<file path="config.mk">
export PLATFORM = sky130hd
export DESIGN_NAME = lsu_mem_stage
export DESIGN_NICKNAME = d
export VERILOG_FILES = /design/src/rtl/lsu_pkg.sv /design/src/rtl/lsu_load_align.sv /design/src/rtl/lsu_mem_stage.sv
export SDC_FILE = /design/constraint.sdc
export NUM_CORES = 1
export LEC_CHECK = 0
export BUFFER_PORTS_ARGS = -buffer_cell sky130_fd_sc_hd__buf_4
export CORE_MARGIN = 5
export CORE_UTILIZATION = 48
export CTS_CLUSTER_DIAMETER = 120
export DETAILED_ROUTE_END_ITERATION = 8
export PLACE_DENSITY = 0.86
export SETUP_SLACK_MARGIN = 0.4
export SYNTH_ARGS = -nofsm -noshare
export SYNTH_HDL_FRONTEND = slang
export SYNTH_SLANG_ARGS = --single-unit
</file>
<file path="constraint.sdc">
create_clock -name clk_i -period 3.3 [get_ports clk_i]
set_input_delay 0 -clock clk_i [delete_from_list [all_inputs] [get_ports clk_i]]
set_output_delay 0 -clock clk_i [all_outputs]
set_load 0.05 [all_outputs]
</file>
<file path="src/rtl/lsu_pkg.sv">
// Shared types and constants for the memory-stage load/store unit.
package lsu_pkg;

  typedef enum logic [1:0] {
    IDLE = 2'd0,
    REQ  = 2'd1,
    DONE = 2'd2
  } lsu_state_e;

  typedef enum logic [2:0] {
    LB  = 3'b000,
    LH  = 3'b001,
    LW  = 3'b010,
    LBU = 3'b100,
    LHU = 3'b101
  } funct3_e;

  typedef enum logic [1:0] {
    SZ_BYTE = 2'd0,
    SZ_HALF = 2'd1,
    SZ_WORD = 2'd2
  } acc_size_e;

  localparam logic [3:0] BE_BYTE = 4'b0001;
  localparam logic [3:0] BE_HALF = 4'b0011;
  localparam logic [3:0] BE_WORD = 4'b1111;

  // Unlisted size codes (011/110/111) fall into word access.
  function automatic acc_size_e acc_size(input logic [2:0] f3);
    case (f3[1:0])
      2'b00:   return SZ_BYTE;
      2'b01:   return SZ_HALF;
      default: return SZ_WORD;
    endcase
  endfunction

endpackage

</file>
<file path="src/rtl/lsu_load_align.sv">
// Load lane selection and sign/zero extension of a 32-bit bus word.
module lsu_load_align
  import lsu_pkg::*;
(
  input  logic [1:0]  off_i,
  input  logic [2:0]  funct3_i,
  input  logic [31:0] rdata_i,
  output logic [31:0] result_o
);

  logic signed [7:0]  byte_sel;
  logic signed [15:0] half_sel;

  always_comb begin
    byte_sel = rdata_i[7:0];
    case (off_i)
      2'd1:    byte_sel = rdata_i[15:8];
      2'd2:    byte_sel = rdata_i[23:16];
      2'd3:    byte_sel = rdata_i[31:24];
      default: byte_sel = rdata_i[7:0];
    endcase
    half_sel = off_i[1] ? rdata_i[31:16] : rdata_i[15:0];

    result_o = rdata_i;
    case (funct3_e'(funct3_i))
      LB:      result_o = 32'($signed(byte_sel));
      LBU:     result_o = {24'd0, byte_sel};
      LH:      result_o = 32'($signed(half_sel));
      LHU:     result_o = {16'd0, half_sel};
      default: result_o = rdata_i;
    endcase
  end

endmodule

</file>
<file path="src/rtl/lsu_mem_stage.sv">
// Memory-stage LSU: one outstanding req/ack data-bus access with store steering and load extension.
// Build option LSU_MISALIGN_TRAP_EN: misaligned ops skip the bus and pulse misalign_o instead of truncating.
module lsu_mem_stage
  import lsu_pkg::*;
#(
  parameter int DW = 32,
  parameter int RW = 5
) (
  input  logic          clk_i,
  input  logic          rst_i,
  input  logic          mem_read_m,
  input  logic          mem_write_m,
  input  logic [2:0]    funct3_m,
  input  logic [DW-1:0] alu_out_m,
  input  logic [DW-1:0] write_data_m,
  input  logic [RW-1:0] rd_m,
  output logic          dbus_req_o,
  output logic          dbus_we_o,
  output logic [DW-1:0] dbus_addr_o,
  output logic [3:0]    dbus_be_o,
  output logic [DW-1:0] dbus_wdata_o,
  input  logic          dbus_ack_i,
  input  logic [DW-1:0] dbus_rdata_i,
  output logic          stall_o,
  output logic          load_valid_o,
  output logic [DW-1:0] load_data_o,
  output logic [RW-1:0] load_rd_o,
  output logic          misalign_o
);

  lsu_state_e    state_q;
  logic          req_q;
  logic          we_q;
  logic [DW-1:0] addr_q;
  logic [3:0]    be_q;
  logic [DW-1:0] wdata_q;
  logic          load_valid_q;
  logic [DW-1:0] load_data_q;
  logic [RW-1:0] load_rd_q;
  logic          misalign_q;
  logic [1:0]    off_q;
  logic [2:0]    funct3_q;

  logic          op_m;
  acc_size_e     size_m;
  logic [1:0]    off_d;
  logic [3:0]    be_d;
  logic [DW-1:0] wdata_d;
  logic [DW-1:0] align_res;
  logic          trap_m;

  // Offsets are truncated to natural alignment so a misaligned access degrades to the aligned one.
  always_comb begin
    op_m    = mem_read_m | mem_write_m;
    size_m  = acc_size(funct3_m);
    off_d   = 2'b00;
    be_d    = BE_WORD;
    wdata_d = write_data_m;
    case (size_m)
      SZ_BYTE: begin
        off_d   = alu_out_m[1:0];
        wdata_d = {4{write_data_m[7:0]}};
        if (mem_write_m) be_d = BE_BYTE << off_d;
      end
      SZ_HALF: begin
        off_d   = {alu_out_m[1], 1'b0};
        wdata_d = {2{write_data_m[15:0]}};
        if (mem_write_m) be_d = BE_HALF << off_d;
      end
      default: ;
    endcase
  end

`ifdef LSU_MISALIGN_TRAP_EN
  assign trap_m = ((size_m == SZ_HALF) && alu_out_m[0]) ||
                  ((size_m == SZ_WORD) && (alu_out_m[1:0] != 2'b00));
`else
  assign trap_m = 1'b0;
`endif

  lsu_load_align u_align (
    .off_i    (off_q),
    .funct3_i (funct3_q),
    .rdata_i  (dbus_rdata_i),
    .result_o (align_res)
  );

  always_ff @(posedge clk_i or posedge rst_i) begin
    if (rst_i) begin
      state_q      <= IDLE;
      req_q        <= 1'b0;
      we_q         <= 1'b0;
      addr_q       <= '0;
      be_q         <= '0;
      wdata_q      <= '0;
      load_valid_q <= 1'b0;
      load_data_q  <= '0;
      load_rd_q    <= '0;
      misalign_q   <= 1'b0;
      off_q        <= '0;
      funct3_q     <= '0;
    end else begin
      case (state_q)
        IDLE: begin
          if (op_m) begin
            off_q    <= off_d;
            funct3_q <= funct3_m;
            if (!mem_write_m) load_rd_q <= rd_m;
            if (trap_m) begin
              misalign_q <= 1'b1;
              state_q    <= DONE;
            end else begin
              req_q   <= 1'b1;
              we_q    <= mem_write_m;
              addr_q  <= {alu_out_m[DW-1:2], 2'b00};
              be_q    <= be_d;
              wdata_q <= wdata_d;
              state_q <= REQ;
            end
          end
        end
        REQ: begin
          if (dbus_ack_i) begin
            req_q <= 1'b0;
            we_q  <= 1'b0;
            if (!we_q) begin
              load_valid_q <= 1'b1;
              load_data_q  <= align_res;
            end
            state_q <= DONE;
          end
        end
        DONE: begin
          // The op still on the M inputs is the one just completed; never relaunch it.
          load_valid_q <= 1'b0;
          misalign_q   <= 1'b0;
          state_q      <= IDLE;
        end
        default: state_q <= IDLE;
      endcase
    end
  end

  assign stall_o      = (state_q == REQ) || ((state_q == IDLE) && op_m);
  assign dbus_req_o   = req_q;
  assign dbus_we_o    = we_q;
  assign dbus_addr_o  = addr_q;
  assign dbus_be_o    = be_q;
  assign dbus_wdata_o = wdata_q;
  assign load_valid_o = load_valid_q;
  assign load_data_o  = load_data_q;
  assign load_rd_o    = load_rd_q;
  assign misalign_o   = misalign_q;

endmodule

</file>
==> results_dict.tcl, run 1 <==
set metrics [dict create \
    status "completed" \
    placed_cell_area_um2 6870 \
    rsz0062_at_grt "no" \
    cap_violations 0 \
    min_path_type "primary input to asynchronous set/reset pin" \
    drtIter0Drc 481 \
    cts_tree "yes" \
    clock-root-buffer "clkbuf_8" \
    min_period_ns 2.64 \
    drt.antenna.violating_nets 0 \
    core-area_um2 10400 \
    avgSynthCellArea_um2 9.07 \
    clk_pin_slew_ns 0.06 \
    drc 0 \
    synth_area_leaders "dfrtp_1, nand2_1, mux2i_1" \
    synth_top_cell_by_area "dfrtp_1" \
    portBuffers 215 \
    tightest_slew_ns 1.04 \
    clockBufferDepth 2 \
    endpoint_kind "flip-flop" \
    cts_made_buffers 17 \
    r2r_start "funct3_q[1]$_DFFE_PP0P_" \
    synth.distinct_cells 44 \
    post_cts_buffers 0 \
    grt-ovfl-total 0 \
    ys_seq_area_share_pct 54.8 \
    wirelength_um 21700 \
    syn_inst 569 \
    setup-violations-final 0 \
    crit_path_max_fanout 34 \
    p_leak_nw 4.29 \
    postLayoutCellArea_um2 8830 \
    cp_data_required_time_ns 3.73 \
    slew_viol_final 0 \
    crit_buf_inv 1 \
    synth_top_area_share_pct 54.8 \
    async_reset_ff_share_pct 100 \
    place_congestion 0.977 \
    final_common_cell "buf_4" \
    crit_path_top_delay_cell "dfrtp_1" \
    p_per_area_nw_per_um2 1160 \
    timing.final.ws_setup_ns 0.658 \
    hpwlAfterDp_um 12000 \
    die_h_um 114 \
    fin_nets 1009 \
    yosysWarningCount 0 \
    reg2reg_to "load_data_o[3]$_DFFE_PP0P_" \
    wire_per_inst_um 20.6 \
    crit_chain "or3b_2 > nor2_4 > o21ai_0 > dlygate4sd3_1 > a31oi_1" \
    cp.arrival_ns 3.08 \
    max-vdd-ir-drop_v 0.000780 \
    fin_crit_sh_pct 80.0 \
    final_cell_mix "buf_4, nand2_1, dlygate4sd3_1" \
    hold_viol 0 \
    slowest_delay_ns 0.77 \
    crit_type "flip-flop to flip-flop" \
    grt_max_degree 70 \
    ctsHtreeMaxLevel 4 \
    pre_cts_slack_ns 1.23 \
    cts_sinks 113 \
    grt_util_all_layers_pct 33.7 \
    synth-seq-cells 113 \
    syn_area_um2 5160 \
    io_pins 219 \
    synthFlopType "dfrtp_1" \
    critPathLaunchType "flip-flop" \
    vias 6030 \
    grt_pass1_vias 6388 \
    dieArea_um2 12900 \
    clk_latency_ns 0.52 \
    syn2layout_area_growth_pct 71.1 \
    fmax_mhz 379 \
    antenna_found_initial 0 \
    row_count 37 \
    fin_skew_ns 0.00715 \
    grt_pass1_wl_um 33800 \
    synth_enable_flop_cells 0 \
    die_w_um 114 \
    timing.reg2reg.setup_slack_ns 0.66 \
    power_w 0.0102 \
    fin_util_pct 84.8 \
    finalSetupTns_ns 0 \
    rr_worst_depth 5 \
    slew-limit-headroom_pct 30.4 \
    drive_gt1_share_pct 30.1 \
    initial_core_util_pct 49.5 \
    path_delay_family "simple AND/OR/NAND/NOR gates" \
    dr.pass1.iters 4 \
    viasPerCell 5.74 \
]
synthesized netlist by cell type (6+ instances only):
cell type,count
a211oi_1,9
a21oi_1,30
a31oi_1,7
buf_2,10
clkbuf_1,22
dfrtp_1,113
inv_1,10
mux2_2,10
mux2i_1,27
nand2_1,182
nor2_1,44
nor3b_1,6
o21ai_0,48
registers in the layout (all words and copies together) (netlist names):
name / cells
dbus_req_o: 1
funct3_q: 3
off_q: 2
load_rd_o: 5
dbus_be_o: 4
dbus_wdata_o: 32
state_q: 2
dbus_we_o: 1
dbus_addr_o: 30
load_data_o: 32
load_valid_o: 1
repair_timing:
action	CTS	global route
setup endpoints to repair	0	1
hold buffers	126	0
hold endpoints to repair	225	0
resized for setup	0	1
power by group:
| group | internal, W | switching [W] |
|---|---|---|
| logic | 0.00163 | 0.00379 |
| registers | 0.00207 | 0.000590 |
| clock network | 0.00147 | 0.000678 |
| total | 0.00517 | 0.00506 |
worst register-to-register path: cells and delay by family, from the launching register on:
family / cells / cell delay, ns
simple gates: 2 / 0.92
buf+inv: 1 / 0.58
compound gates: 2 / 0.31
flops: 1 / 0.77
worst max-delay path by stage:
stage	startpoint	to	cells after the start
global placement	funct3_q[1]$_DFFE_PP0P_	load_data_o[7]$_DFFE_PP0P_	4
finish	funct3_q[1]$_DFFE_PP0P_	load_data_o[3]$_DFFE_PP0P_	5
global route	funct3_q[1]$_DFFE_PP0P_	load_data_o[6]$_DFFE_PP0P_	5
CTS	funct3_q[1]$_DFFE_PP0P_	load_data_o[0]$_DFFE_PP0P_	5
floorplan	dbus_we_o$_DFFE_PP0P_	load_data_o[10]$_DFFE_PP0P_	4
detailed placement	funct3_q[1]$_DFFE_PP0P_	load_data_o[0]$_DFFE_PP0P_	4
per-layer routing:
| metal | vias to the layer above | track usage (%) | routed length, um |
|---|---|---|---|
| met2 | 515 | 58.1 | 11000 |
| met1 | 2880 | 38.4 | 7400 |
| met3 | 77 | 9.60 | 2450 |
| met4 | 0 | 16.3 | 867 |
| li1 | 2558 | - | - |
| met5 | - | 0 | 0 |
through the flow:
stage	instances	hold WS [ns]
6_report	1050	0.0163
5_1_grt	1049	0.0265
4_1_cts	1049	0.0111
3_5_place_dp	891	-0.00641
3_3_place_gp	891	-0.0183
2_1_floorplan	571	0.105
cell families (layout without fill, tap and decap cells):
logic type | after synthesis | count (layout) | synth area share (%)
buffers and inverters | 48 | 390 | 4.17
other | 1 | 4 | 0.0727
muxes | 38 | 38 | 7.85
AOI/OAI and AO/OA | 108 | 108 | 11.9
DFF | 113 | 113 | 54.8
and+or+nand+nor | 261 | 261 | 21.2
cell type report:
type | count | area (um^2)
timing repair buffer | 348 | 2940
sequential | 113 | 2830
multi-input combinational | 410 | 2160
fill | 501 | 1590
clock buffer | 18 | 428
clock inverter | 14 | 260
tap | 136 | 170
inverter | 10 | 41.3
antenna | 1 | 2.50
No activity file was read; power rests on OpenSTA's default activity.
==> run 2: changes to the inputs <==
CORE_UTILIZATION = 43   (was 48)
PLACE_DENSITY = 0.82   (was 0.86)
clock period = 2.3 ns   (was 3.3 ns; I/O delays follow)
==> run 2 against run 1 <==
Via count decreased by 7.2%. Die area increased by 11%. Cell area decreased by 2.7%. Register-to-register slack got worse by 0.14 ns. Largest cell class is now flip-flops and latches. Worst setup slack got worse by 0.14 ns. Fmax increased by 49%. Clock power increased by 27%. Cell count decreased by 0.76%. Hold slack improved by 0.020 ns. Critical endpoint is now load_data_o[6]$_DFFE_PP0P_. Wire length decreased by 8.7%. Sequential power increased by 40%.
==> results_dict.tcl, run 2 (same netlist as run 1, synthesis figures left out) <==
set metrics [dict create \
    status "completed" \
    pwr-share-comb_pct 54.2 \
    ctsHtreeMaxLevel 4 \
    clock-root-buffer "clkbuf_16" \
    slew-limit-headroom_pct 44.6 \
    cp.arrival_ns 2.09 \
    drt.antenna.violating_nets 0 \
    postLayoutCellArea_um2 8590 \
    initial_core_util_pct 43.3 \
    finalSetupTns_ns 0 \
    grt_util_all_layers_pct 28.0 \
    final_cell_mix "buf_4, nand2_1, dfrtp_1" \
    rsz0062_at_grt "no" \
    min-delay-start "dbus_rdata_i[3]" \
    viasPerCell 5.37 \
    cts_sinks 113 \
    io_pins 219 \
    grt_pass1_wl_um 31700 \
    drc 0 \
    p_seq_share_pct 26.4 \
    drive_gt1_share_pct 31.4 \
    intPower_w 0.00702 \
    wirelength_um 19800 \
    r2r_start "funct3_q[1]$_DFFE_PP0P_" \
    pwr-share-clk_pct 19.3 \
    die_h_um 120 \
    tightest_slew_ns 0.827 \
    syn2layout_area_growth_pct 66.4 \
    netSwitchingPower_w 0.00710 \
    fin_crit_sh_pct 77.3 \
    reg2reg_to "load_data_o[6]$_DFFE_PP0P_" \
    grt-ovfl-total 0 \
    core-area_um2 11900 \
    slew_viol_final 0 \
    p_leak_nw 4.21 \
    p_sw_share_pct 50.3 \
    wire_per_inst_um 19.0 \
    hold_path_end "load_data_o[3]$_DFFE_PP0P_" \
    dr.pass1.iters 5 \
    min_period_ns 1.78 \
    placed_cell_area_um2 6960 \
    cts_tree "yes" \
    fin_skew_ns 0.00890 \
    hpwlAfterDp_um 11900 \
    final_common_cell "buf_4" \
    dieArea_um2 14300 \
    min_path_type "primary input to flip-flop" \
    timing.reg2reg.setup_slack_ns 0.52 \
    cp_data_required_time_ns 2.61 \
    place_congestion 0.880 \
    crit_path_max_fanout 17 \
    vias 5598 \
    die_w_um 120 \
    drtIter0Drc 493 \
    crit_type "flip-flop to flip-flop" \
    cap_violations 0 \
    max-vdd-ir-drop_v 0.00114 \
    grt_max_degree 82 \
    clk_pin_slew_ns 0.06 \
    hold_viol 0 \
    fmax_mhz 563 \
    portBuffers 215 \
    clk_latency_ns 0.41 \
    grt_pass1_vias 5984 \
    cts_made_buffers 17 \
    critPathLaunchType "flip-flop" \
    setup-violations-final 0 \
    min_path_cells 4 \
    fin_nets 990 \
    fin_util_pct 72.1 \
    row_count 40 \
    antenna_found_initial 0 \
    clockBufferDepth 2 \
    endpoint_kind "flip-flop" \
    rr_worst_depth 4 \
    p_per_area_nw_per_um2 1640 \
]
-- run 2: changes by cell type in the layout (fill, tap and decap cells not counted), sizes merged --
| cell | before | now |
|---|---|---|
| buf | 222 | 228 |
| clkinv | 4 | 6 |
| dlygate4sd3 | 126 | 101 |
| bufinv | 7 | 3 |
| inv | 9 | 12 |
| clkinvlp | 4 | 3 |
-- run 2: area by class of cell --
type	count	area (um^2)
repair buffers	329	2760
well taps	147	184
diodes	1	2.50
fillers	797	3320
multi-input cells	410	2150
clock inverters	14	180
flip-flops and latches	113	2830
clock buffers	18	439
inverters	10	41.3
-- run 2: worst max-delay path by stage --
stage | from | slack (ns) | depth (start not counted) | endpoint
3_5_place_dp | state_q[1]$_DFFE_PP0P_ | 0.52 | 4 | load_data_o[8]$_DFFE_PP0P_
6_report | funct3_q[1]$_DFFE_PP0P_ | 0.52 | 4 | load_data_o[6]$_DFFE_PP0P_
4_1_cts | state_q[1]$_DFFE_PP0P_ | 0.52 | 4 | load_data_o[8]$_DFFE_PP0P_
3_3_place_gp | state_q[1]$_DFFE_PP0P_ | 0.59 | 4 | load_data_o[8]$_DFFE_PP0P_
2_1_floorplan | dbus_we_o$_DFFE_PP0P_ | 0.64 | 4 | load_data_o[10]$_DFFE_PP0P_
5_1_grt | dbus_we_o$_DFFE_PP0P_ | 0.41 | 4 | load_data_o[9]$_DFFE_PP0P_
-- run 2: metrics by stage --
step                hold slack, ns  instances  power, W  setup WS, ns
finish                      0.0360       1042    0.0141         0.523
global route                0.0552       1041    0.0148         0.406
CTS                         0.0158       1041    0.0139         0.521
detailed placement           0.174        908    0.0110         0.523
global placement             0.172        908    0.0109         0.593
floorplan                    0.105        571   0.00862         0.637
-- run 2: repair_timing --
item	in CTS	in global routing
hold buffers	101	0
gates resized for setup	0	1
setup buffers	0	0
setup endpoints to repair	0	1
hold endpoints to repair	222	0
-- run 2: layer usage --
layer	routed length (um)	global-route usage, %
met1	7770	34.4
met2	9580	47.0
met3	1890	8.48
met4	545	9.52
met5	0	0
-- run 2: worst max-delay path: stages (launching register included) --
cell,delay (ns)
dfrtp_1,0.56
or3b_2,0.63
nor2_4,0.18
o21ai_0,0.10
a31oi_1,0.21
-- run 2: power groups by stage --
stage	sequential (W)	combinational, W	clock [W]
6_report	0.00373	0.00765	0.00273
5_1_grt	0.00385	0.00807	0.00286
2_1_floorplan	0.00669	0.00193	0
3_3_place_gp	0.00363	0.00730	0
4_1_cts	0.00365	0.00753	0.00276
3_5_place_dp	0.00366	0.00739	0
==> run 3: changes to the inputs <==
clock period = 1.45 ns   (was 2.3 ns; I/O delays follow)
==> run 3 against run 2 <==
The flow now finishes with violations (negative hold slack, negative setup slack). Worst setup slack got worse by 0.80 ns. Sequential power rose by 73%. Via count rose by 30%. Global-route usage rose by 5.7 points. Utilization rose by 20 points. Total power rose by 120%. Cell area rose by 28%. Clock power rose by 70%. Flip-flop and latch count did not move. Wire length rose by 69%. Hold slack got worse by 0.039 ns. Die area did not move. Critical endpoint is now load_data_o[13]$_DFFE_PP0P_. Largest power group unchanged.
==> results_dict.tcl, run 3 (same netlist as run 1, synthesis figures left out) <==
set metrics [dict create \
    status "complete, but fails checks" \
    failed_checks "negative hold slack, negative setup slack" \
    grt_pass1_vias 6880 \
    clk_pin_slew_ns 0.06 \
    crit_type "flip-flop to flip-flop" \
    portBuffers 215 \
    row_count 40 \
    ctsHtreeMaxLevel 4 \
    final_cell_mix "buf_4, dfrtp_1, dlygate4sd3_1" \
    hold_viol 1 \
    die_h_um 120 \
    cts_made_buffers 17 \
    final_common_cell "buf_4" \
    cap_violations 0 \
    core-area_um2 11900 \
    slew-limit-headroom_pct 57.5 \
    endpoint_kind "flip-flop" \
    max-vdd-ir-drop_v 0.00168 \
    grt_util_all_layers_pct 33.6 \
    place_congestion 0.945 \
    cts_tree "yes" \
    finalSetupTns_ns -13.62 \
    min_period_ns 1.72 \
    fin_skew_ns 0.0208 \
    crit_path_max_fanout 7 \
    viasPerCell 6.48 \
    hpwlAfterDp_um 12500 \
    fin_crit_sh_pct 119 \
    p_per_area_nw_per_um2 2770 \
    drc 0 \
    whs_ns -0.00269 \
    timing.final.ws_setup_ns -0.272 \
    grt_max_degree 68 \
    setup-violations-final 107 \
    dr.pass1.iters 6 \
    fin_util_pct 92.2 \
    dieArea_um2 14300 \
    min_path_cells 4 \
    cp_data_required_time_ns 1.72 \
    tightest_slew_ns 0.638 \
    drive_gt1_share_pct 57.2 \
    p_leak_nw 5.29 \
    drt.antenna.violating_nets 0 \
    clockBufferDepth 2 \
    cts_sinks 113 \
    wirelength_um 33400 \
    initial_core_util_pct 43.3 \
    critPathLaunchType "flip-flop" \
    vias 7261 \
    rsz0062_at_grt "yes" \
    cp.arrival_ns 1.99 \
    io_pins 219 \
    clk_latency_ns 0.43 \
    syn2layout_area_growth_pct 113 \
    num_antenna_cells 0 \
    slew_viol_final 0 \
    fin_nets 1069 \
    min_path_type "primary input to flip-flop" \
    drtIter0Drc 1094 \
    grt_pass1_wl_um 37200 \
    num-fill-cells 328 \
    die_w_um 120 \
    clock-root-buffer "clkbuf_16" \
    antenna_found_initial 1 \
    postLayoutCellArea_um2 11000 \
    fmax_mhz 581 \
    grt-ovfl-total 0 \
    rr_worst_depth 6 \
    placed_cell_area_um2 7260 \
    wire_per_inst_um 29.8 \
]
-- run 3: changes by cell type in the layout (fill, tap and decap cells not counted), moves of 10 or more --
cell       previous run  this run
a21oi_1              30        13
a21oi_2               1        16
buf_16                0        10
buf_6                 0        49
clkbuf_16            17        28
nand2_1             182        75
nand2_2               0        48
nand2_4               0        58
o21ai_0              48        14
o21ai_2               0        25
-- run 3: per-stage QoR --
stage               setup slack [ns]  instances  total power (W)
floorplan                    -0.0409        571           0.0140
global placement              -0.146        930           0.0179
detailed placement            -0.198        930           0.0182
CTS                          -0.0965       1090           0.0249
global route                  -0.308       1120           0.0310
finish                        -0.272       1120           0.0305
-- run 3: final timing paths --
kind / from / to / slack [ns]
max in group asynchronous: rst_i / dbus_addr_o[16]$_DFFE_PP0P_ / 0.59
worst max-delay path: off_q[1]$_DFFE_PP0P_ / load_data_o[13]$_DFFE_PP0P_ / -0.27
worst min register to register: dbus_addr_o[31]$_DFFE_PP0P_ / dbus_addr_o[31]$_DFFE_PP0P_ / 0.50
worst max register to register: off_q[1]$_DFFE_PP0P_ / load_data_o[13]$_DFFE_PP0P_ / -0.27
min in group asynchronous: rst_i / load_data_o[31]$_DFFE_PP0P_ / 0.26
worst min-delay path: dbus_rdata_i[4] / load_data_o[4]$_DFFE_PP0P_ / -0.003
-- run 3: critical path, cell delays in order (launching register included) --
cell,delay [ns]
dfrtp_2,0.46
mux2i_2,0.33
nor3_1,0.11
buf_4,0.16
nor4_4,0.23
buf_6,0.19
a21oi_1,0.11
-- run 3: repair_timing --
action,in CTS,in global routing
setup endpoints to repair,114,124
pin swaps,16,104
gates cloned,9,13
hold buffers,99,0
buffers inserted,20,17
gates resized for setup,68,308
endpoints found under the hold margin,221,0
-- run 3: layout make-up --
type                       instances  area (um^2)  area share [%]
tap                              147          184            1.67
multi-input combinational        410         3210            29.2
timing repair buffer             408         4080            37.2
clock inverter                    13          186            1.70
inverter                          10         41.3           0.376
clock buffer                      19          443            4.03
sequential                       113         2840            25.8
-- run 3: per-layer routing --
| layer | wire length (um) | vias to the layer above | GRT usage (%) |
|---|---|---|---|
| met4 | 2980 | 2 | 19.4 |
| met3 | 4270 | 276 | 10.2 |
| li1 | - | 2688 | - |
| met2 | 15000 | 824 | 58.0 |
| met1 | 11100 | 3471 | 36.7 |
| met5 | 13 | - | 0 |
-- run 3: where the power goes --
group / total (W) / switching, W / internal [W]
Clock: 0.00464 / 0.00171 / 0.00293
Sequential: 0.00647 / 0.00175 / 0.00472
Combinational: 0.0194 / 0.0120 / 0.00735
Total: 0.0305 / 0.0155 / 0.0150
